--- src/rtl/ps2_hack_keyboard_encoder.sv ---
// ps2_hack_keyboard_encoder
// Receives PS/2 scan-code-set-2 frames from a keyboard and turns make/break
// sequences into the 16-bit Hack key code (0 when no key is held).

module ps2_hack_keyboard_encoder #(
    parameter int TIMEOUT_CYCLES = 50000
) (
    input  logic        clk,
    input  logic        rst_n,
    input  logic        ps2_clk,
    input  logic        ps2_data,
    output logic [15:0] key_code,
    output logic        key_valid,
    output logic        frame_err
);

    localparam int TMO_W = $clog2(TIMEOUT_CYCLES + 1);
    localparam logic [TMO_W-1:0] TMO_LAST = TMO_W'(TIMEOUT_CYCLES - 1);

    typedef enum logic [1:0] {
        IDLE   = 2'd0,
        SHIFT  = 2'd1,
        STOP   = 2'd2,
        DECODE = 2'd3
    } state_t;

    state_t state, state_next;

    logic [1:0]       clk_sync;
    logic [1:0]       data_sync;
    logic             clk_prev;
    logic             fall;
    logic             data_s;

    logic [3:0]       bit_cnt;
    logic [8:0]       shreg;
    logic [TMO_W-1:0] tmo_cnt;
    logic             ext_flag;
    logic             brk_flag;
    logic [7:0]       key_lo;

    logic             timeout;
    logic             frame_ok;
    logic             err_set;
    logic             do_decode;
    logic [7:0]       scan_byte;
    logic [7:0]       mapped;
    logic [7:0]       key_next;

    // Translate a scan code (with E0 extension flag) into a Hack key code; 0 = unmapped
    function automatic logic [7:0] lookup(input logic ext, input logic [7:0] sc);
        logic [7:0] c;
        c = 8'd0;
        if (ext) begin
            case (sc)
                8'h6B: c = 8'd130;
                8'h75: c = 8'd131;
                8'h74: c = 8'd132;
                8'h72: c = 8'd133;
                8'h6C: c = 8'd134;
                8'h69: c = 8'd135;
                8'h7D: c = 8'd136;
                8'h7A: c = 8'd137;
                8'h70: c = 8'd138;
                8'h71: c = 8'd139;
                default: c = 8'd0;
            endcase
        end else begin
            case (sc)
                8'h1C: c = 8'd65;
                8'h32: c = 8'd66;
                8'h21: c = 8'd67;
                8'h23: c = 8'd68;
                8'h24: c = 8'd69;
                8'h2B: c = 8'd70;
                8'h34: c = 8'd71;
                8'h33: c = 8'd72;
                8'h43: c = 8'd73;
                8'h3B: c = 8'd74;
                8'h42: c = 8'd75;
                8'h4B: c = 8'd76;
                8'h3A: c = 8'd77;
                8'h31: c = 8'd78;
                8'h44: c = 8'd79;
                8'h4D: c = 8'd80;
                8'h15: c = 8'd81;
                8'h2D: c = 8'd82;
                8'h1B: c = 8'd83;
                8'h2C: c = 8'd84;
                8'h3C: c = 8'd85;
                8'h2A: c = 8'd86;
                8'h1D: c = 8'd87;
                8'h22: c = 8'd88;
                8'h35: c = 8'd89;
                8'h1A: c = 8'd90;
                8'h45: c = 8'd48;
                8'h16: c = 8'd49;
                8'h1E: c = 8'd50;
                8'h26: c = 8'd51;
                8'h25: c = 8'd52;
                8'h2E: c = 8'd53;
                8'h36: c = 8'd54;
                8'h3D: c = 8'd55;
                8'h3E: c = 8'd56;
                8'h46: c = 8'd57;
                8'h29: c = 8'd32;
                8'h5A: c = 8'd128;
                8'h66: c = 8'd129;
                8'h76: c = 8'd140;
                8'h05: c = 8'd141;
                8'h06: c = 8'd142;
                8'h04: c = 8'd143;
                8'h0C: c = 8'd144;
                8'h03: c = 8'd145;
                8'h0B: c = 8'd146;
                8'h83: c = 8'd147;
                8'h0A: c = 8'd148;
                8'h01: c = 8'd149;
                8'h09: c = 8'd150;
                8'h78: c = 8'd151;
                8'h07: c = 8'd152;
                default: c = 8'd0;
            endcase
        end
        return c;
    endfunction

    assign fall      = clk_prev & ~clk_sync[1];
    assign data_s    = data_sync[1];
    assign scan_byte = shreg[7:0];
    assign key_code  = {8'h00, key_lo};

    // Bring the asynchronous PS/2 lines into the clk domain and keep the previous clock level
    always_ff @(posedge clk or negedge rst_n) begin
        if (!rst_n) begin
            clk_sync  <= 2'b11;
            data_sync <= 2'b11;
            clk_prev  <= 1'b1;
        end else begin
            clk_sync  <= {clk_sync[0], ps2_clk};
            data_sync <= {data_sync[0], ps2_data};
            clk_prev  <= clk_sync[1];
        end
    end

    // Frame state register
    always_ff @(posedge clk or negedge rst_n) begin
        if (!rst_n) begin
            state <= IDLE;
        end else begin
            state <= state_next;
        end
    end

    // Next-state logic: start bit, nine shifted bits, stop bit, one decode cycle
    always_comb begin
        state_next = state;
        case (state)
            IDLE: begin
                if (fall && !data_s) state_next = SHIFT;
            end
            SHIFT: begin
                if (timeout) state_next = IDLE;
                else if (fall && bit_cnt == 4'd9) state_next = STOP;
            end
            STOP: begin
                if (timeout) state_next = IDLE;
                else if (fall) state_next = frame_ok ? DECODE : IDLE;
            end
            DECODE: state_next = IDLE;
            default: state_next = IDLE;
        endcase
    end

    // Output/control decode: error detection and next held-key value
    always_comb begin
        timeout   = ((state == SHIFT) || (state == STOP)) && !fall && (tmo_cnt == TMO_LAST);
        frame_ok  = data_s && (^shreg);
        err_set   = ((state == IDLE) && fall && data_s)
                  || timeout
                  || ((state == STOP) && fall && !frame_ok);
        do_decode = (state == DECODE);
        mapped    = lookup(ext_flag, scan_byte);
        key_next  = key_lo;
        if (do_decode && scan_byte != 8'hE0 && scan_byte != 8'hF0 && mapped != 8'd0) begin
            if (brk_flag) begin
                if (mapped == key_lo) key_next = 8'd0;
            end else begin
                key_next = mapped;
            end
        end
    end

    // Bit counter, shift register and inactivity timer for the frame in progress
    always_ff @(posedge clk or negedge rst_n) begin
        if (!rst_n) begin
            bit_cnt <= 4'd0;
            shreg   <= 9'd0;
            tmo_cnt <= '0;
        end else begin
            if ((state == SHIFT || state == STOP) && !fall && !timeout) begin
                tmo_cnt <= tmo_cnt + 1'b1;
            end else begin
                tmo_cnt <= '0;
            end

            if (timeout) begin
                bit_cnt <= 4'd0;
            end else if (fall) begin
                case (state)
                    IDLE: if (!data_s) bit_cnt <= 4'd1;
                    SHIFT: begin
                        shreg   <= {data_s, shreg[8:1]};
                        bit_cnt <= bit_cnt + 4'd1;
                    end
                    STOP: bit_cnt <= 4'd0;
                    default: bit_cnt <= bit_cnt;
                endcase
            end
        end
    end

    // Prefix flags, held key and the one-cycle strobes
    always_ff @(posedge clk or negedge rst_n) begin
        if (!rst_n) begin
            ext_flag  <= 1'b0;
            brk_flag  <= 1'b0;
            key_lo    <= 8'd0;
            key_valid <= 1'b0;
            frame_err <= 1'b0;
        end else begin
            frame_err <= err_set;
            key_valid <= (key_next != key_lo);
            key_lo    <= key_next;
            if (timeout) begin
                ext_flag <= 1'b0;
                brk_flag <= 1'b0;
            end else if (do_decode) begin
                if (scan_byte == 8'hE0) begin
                    ext_flag <= 1'b1;
                end else if (scan_byte == 8'hF0) begin
                    brk_flag <= 1'b1;
                end else begin
                    ext_flag <= 1'b0;
                    brk_flag <= 1'b0;
                end
            end
        end
    end

endmodule

--- config.mk ---
export PLATFORM = sky130hd
export DESIGN_NAME = ps2_hack_keyboard_encoder
export DESIGN_NICKNAME = d
export VERILOG_FILES = /design/src/rtl/ps2_hack_keyboard_encoder.sv
export SDC_FILE = /design/constraint.sdc
export NUM_CORES = 1
export LEC_CHECK = 0
export ABC_CLOCK_PERIOD_IN_PS = 4800
export CAP_MARGIN = 40
export CORE_ASPECT_RATIO = 0.9
export CORE_MARGIN = 2
export CORE_UTILIZATION = 55
export CTS_CLUSTER_SIZE = 30
export DETAILED_ROUTE_END_ITERATION = 6
export PLACE_DENSITY = 0.74
export SLEW_MARGIN = 20
export SYNTH_ARGS = -nofsm -noshare
export SYNTH_HDL_FRONTEND = slang
export SYNTH_SLANG_ARGS = --single-unit
--- constraint.sdc ---
create_clock -name clk -period 4.8 [get_ports clk]
set_clock_uncertainty 0.2 [all_clocks]
set_input_delay 0.48 -clock clk [delete_from_list [all_inputs] [get_ports clk]]
set_output_delay 0.48 -clock clk [all_outputs]
set_load 0.02 [all_outputs]
==> reports/results.ini <==
[pwr]
ir_drop_v=0.000262
p_per_area_nw_per_um2=632
leakagePower_nw=1.68
p_total_w=0.00266

[detailed_routing]
wl_per_cell_um=17.1
vias_per_cell=6.45
drt_pass1_iterations=6
finalWirelength_um=9730
first_iter_violations=403
drcViolationCount=0
ant_nets=0
routed-via-count=3665

[global_route]
gr-total-overflow=0
grt_antenna_before_repair=0
grt_pass1_wl_um=16300
grtUsageMet1_pct=34.4
grtUsageTotal_pct=24.9
grt_busiest_layer=met2
grt_pass1_vias=3473
met2_usage_pct=39.0
grt_util_met3_pct=3.82
grt_max_degree=49

[floorplanning]
die_h_um=85.0
initial_core_util_pct=56.7
dieArea_um2=8000
coreArea_um2=7080
ios=22
std_cell_rows=29
die_w_um=94.0

[clock_network]
post_cts_resize_count=0
cts.path.max_buffers=2
clock_sink_count=48
cts-root-buf=clkbuf_8
cts_tree=done
path_clk_slew_ps=90
htree_levels=2
cts_buffers=5
ctsHoldBuffers=0
insertion_delay_ps=290
cts_setup_buffers=0

[critical_path]
end_kind=register
crit_type=register to register
path_common_cell=inv_1
path_cells=inv_1 > ha_1 > inv_1 > o311a_1 > o221a_1 > or2_0 > a221o_1 > or3_4 > o41ai_4 > o21ai_0
cp_slowest_stage_delay_ps=580
crit_slowest_cell=dfrtp_1
worstPathRequired_ps=4750
cp.arrival_ps=4250
path_delay_family=compound AO/OA/AOI/OAI gates
critPathLaunchType=register
crit_fanout=16
cp_num_buf_inv=2

[layout]
final_cell_mix=nor2_1 (49), dfrtp_1 (43), nand2_1 (40)
syn2layout_area_growth_pct=4.83
final_common_cell=nor2_1
design_area_um2=4210
layout-drive-gt1-share_pct=8.21
num_antenna_cells=0
fin_nets=501
final_cells=568

[synth]
avgSynthCellArea_um2=8.39
yosys_register_bits=48
yosysSeqAreaShare_pct=30.1
async_reset_ff_share_pct=100
ys.flop_type=dfrtp_1
ys.warnings.count=0
synth.distinct_cells=78
synth_cells=478
synth_edf_count=0
syn_area_um2=4010

[sta]
slew_headroom_pct=49.5
fmax_mhz=233
period_share_pct=89.5
rsz0062_at_grt=no
slew_violations=0
tightest_slew_ps=751
hold_viol=0
holdWs_ps=70.7
tns_ps=0
setup_violations=0
period_needed_ps=4290

[placed_design]
post-place-cells=560
placed_cell_area_um2=4120
port_buffers=13
place_congestion=0.984
hpwlAfterDp_um=6780

[run]
drv_cap=0

[min_path]
hold_class=primary input to async pin

[run_status]
outcome=complete, no violations

## synthesized netlist by cell type, types with 3 or more instances
cell type | n | area (um^2)
a211oi_1 | 4 | 30.0
a21boi_0 | 3 | 22.5
a21oi_1 | 20 | 100
a22oi_1 | 7 | 52.6
a311oi_1 | 6 | 52.6
a31oi_1 | 7 | 43.8
a32oi_1 | 5 | 43.8
and2_1 | 3 | 18.8
and3_1 | 9 | 56.3
buf_2 | 7 | 35.0
buf_4 | 9 | 67.6
buf_6 | 4 | 45.0
clkbuf_1 | 18 | 67.6
dfrtp_1 | 43 | 1080
dfstp_2 | 5 | 131
ha_1 | 23 | 288
inv_1 | 17 | 63.8
mux2_2 | 4 | 45.0
mux2i_1 | 4 | 40.0
nand2_1 | 40 | 150
nand2b_1 | 14 | 87.6
nand3_1 | 10 | 50.1
nand3b_1 | 4 | 30.0
nand4_1 | 9 | 56.3
nor2_1 | 49 | 184
nor2b_1 | 5 | 31.3
nor3_1 | 15 | 75.1
o2111ai_1 | 4 | 35.0
o211ai_1 | 5 | 37.5
o21ai_0 | 27 | 135
o22ai_1 | 6 | 37.5
o311ai_0 | 3 | 26.3
o31ai_1 | 6 | 45.0
or2_2 | 5 | 31.3
xnor2_1 | 11 | 96.3
xor2_1 | 14 | 123
## area by class of cell
cell class / instances / area [um^2]
Clock buffer: 6 / 72.6
Clock inverter: 2 / 12.5
Fill cell: 658 / 2870
Inverter: 18 / 67.6
Multi-Input combinational cell: 380 / 2540
Sequential cell: 48 / 1210
Tap cell: 93 / 116
Timing Repair Buffer: 21 / 185
## registers in the layout (all words and copies together) (netlist names)
register,cells
data_sync,2
shreg,9
state,2
tmo_cnt,16
bit_cnt,4
ext_flag,1
frame_err,1
clk_sync,2
key_valid,1
clk_prev,1
brk_flag,1
key_lo,8
## report_power, final
group | internal (W) | total (W) | switching, W
Combinational | 0.000696 | 0.00175 | 0.00105
Sequential | 0.000504 | 0.000674 | 0.000170
Clock | 0.000102 | 0.000233 | 0.000131
Total | 0.00130 | 0.00266 | 0.00136
## stage by stage
step | utilization (%) | setup WS, ps
global placement | 58.2 | 767
CTS | 59.5 | 577
floorplan | - | 1220
detailed placement | 58.2 | 622
global route | 59.5 | 297
finish | 59.5 | 506
## worst paths after layout
kind,start,endpoint,slack (ps),cells after the start
worst max-delay path,shreg[1],key_lo[4],510,10
worst max register to register,shreg[1],key_lo[4],510,10
min in group clk,data_sync[0],data_sync[1],160,0
max in group asynchronous,rst_n,tmo_cnt[9],3900,2
worst min register to register,data_sync[0],data_sync[1],160,0
worst min-delay path,rst_n,shreg[0],70,2
## logic make-up (layout without fill, tap and decap cells)
| family | count (synthesis) | in the layout | synth area share (%) |
|---|---|---|---|
| other | 1 | 8 | 0.0935 |
| and+or+nand+nor | 181 | 181 | 23.1 |
| muxes | 9 | 9 | 2.68 |
| buffers and inverters | 57 | 47 | 7.14 |
| xor gates and xnor gates | 25 | 25 | 5.46 |
| DFF | 48 | 48 | 30.1 |
| adders and majority gates | 23 | 23 | 7.17 |
| AOI/OAI and AO/OA | 134 | 134 | 24.2 |
## metal layers
metal	part of all wire [%]	up-vias
met5	0	-
met4	3.1	0
met3	7.7	38
met2	46	173
met1	43	1724
li1	-	1730
No activity file was read; power rests on OpenSTA's default activity.
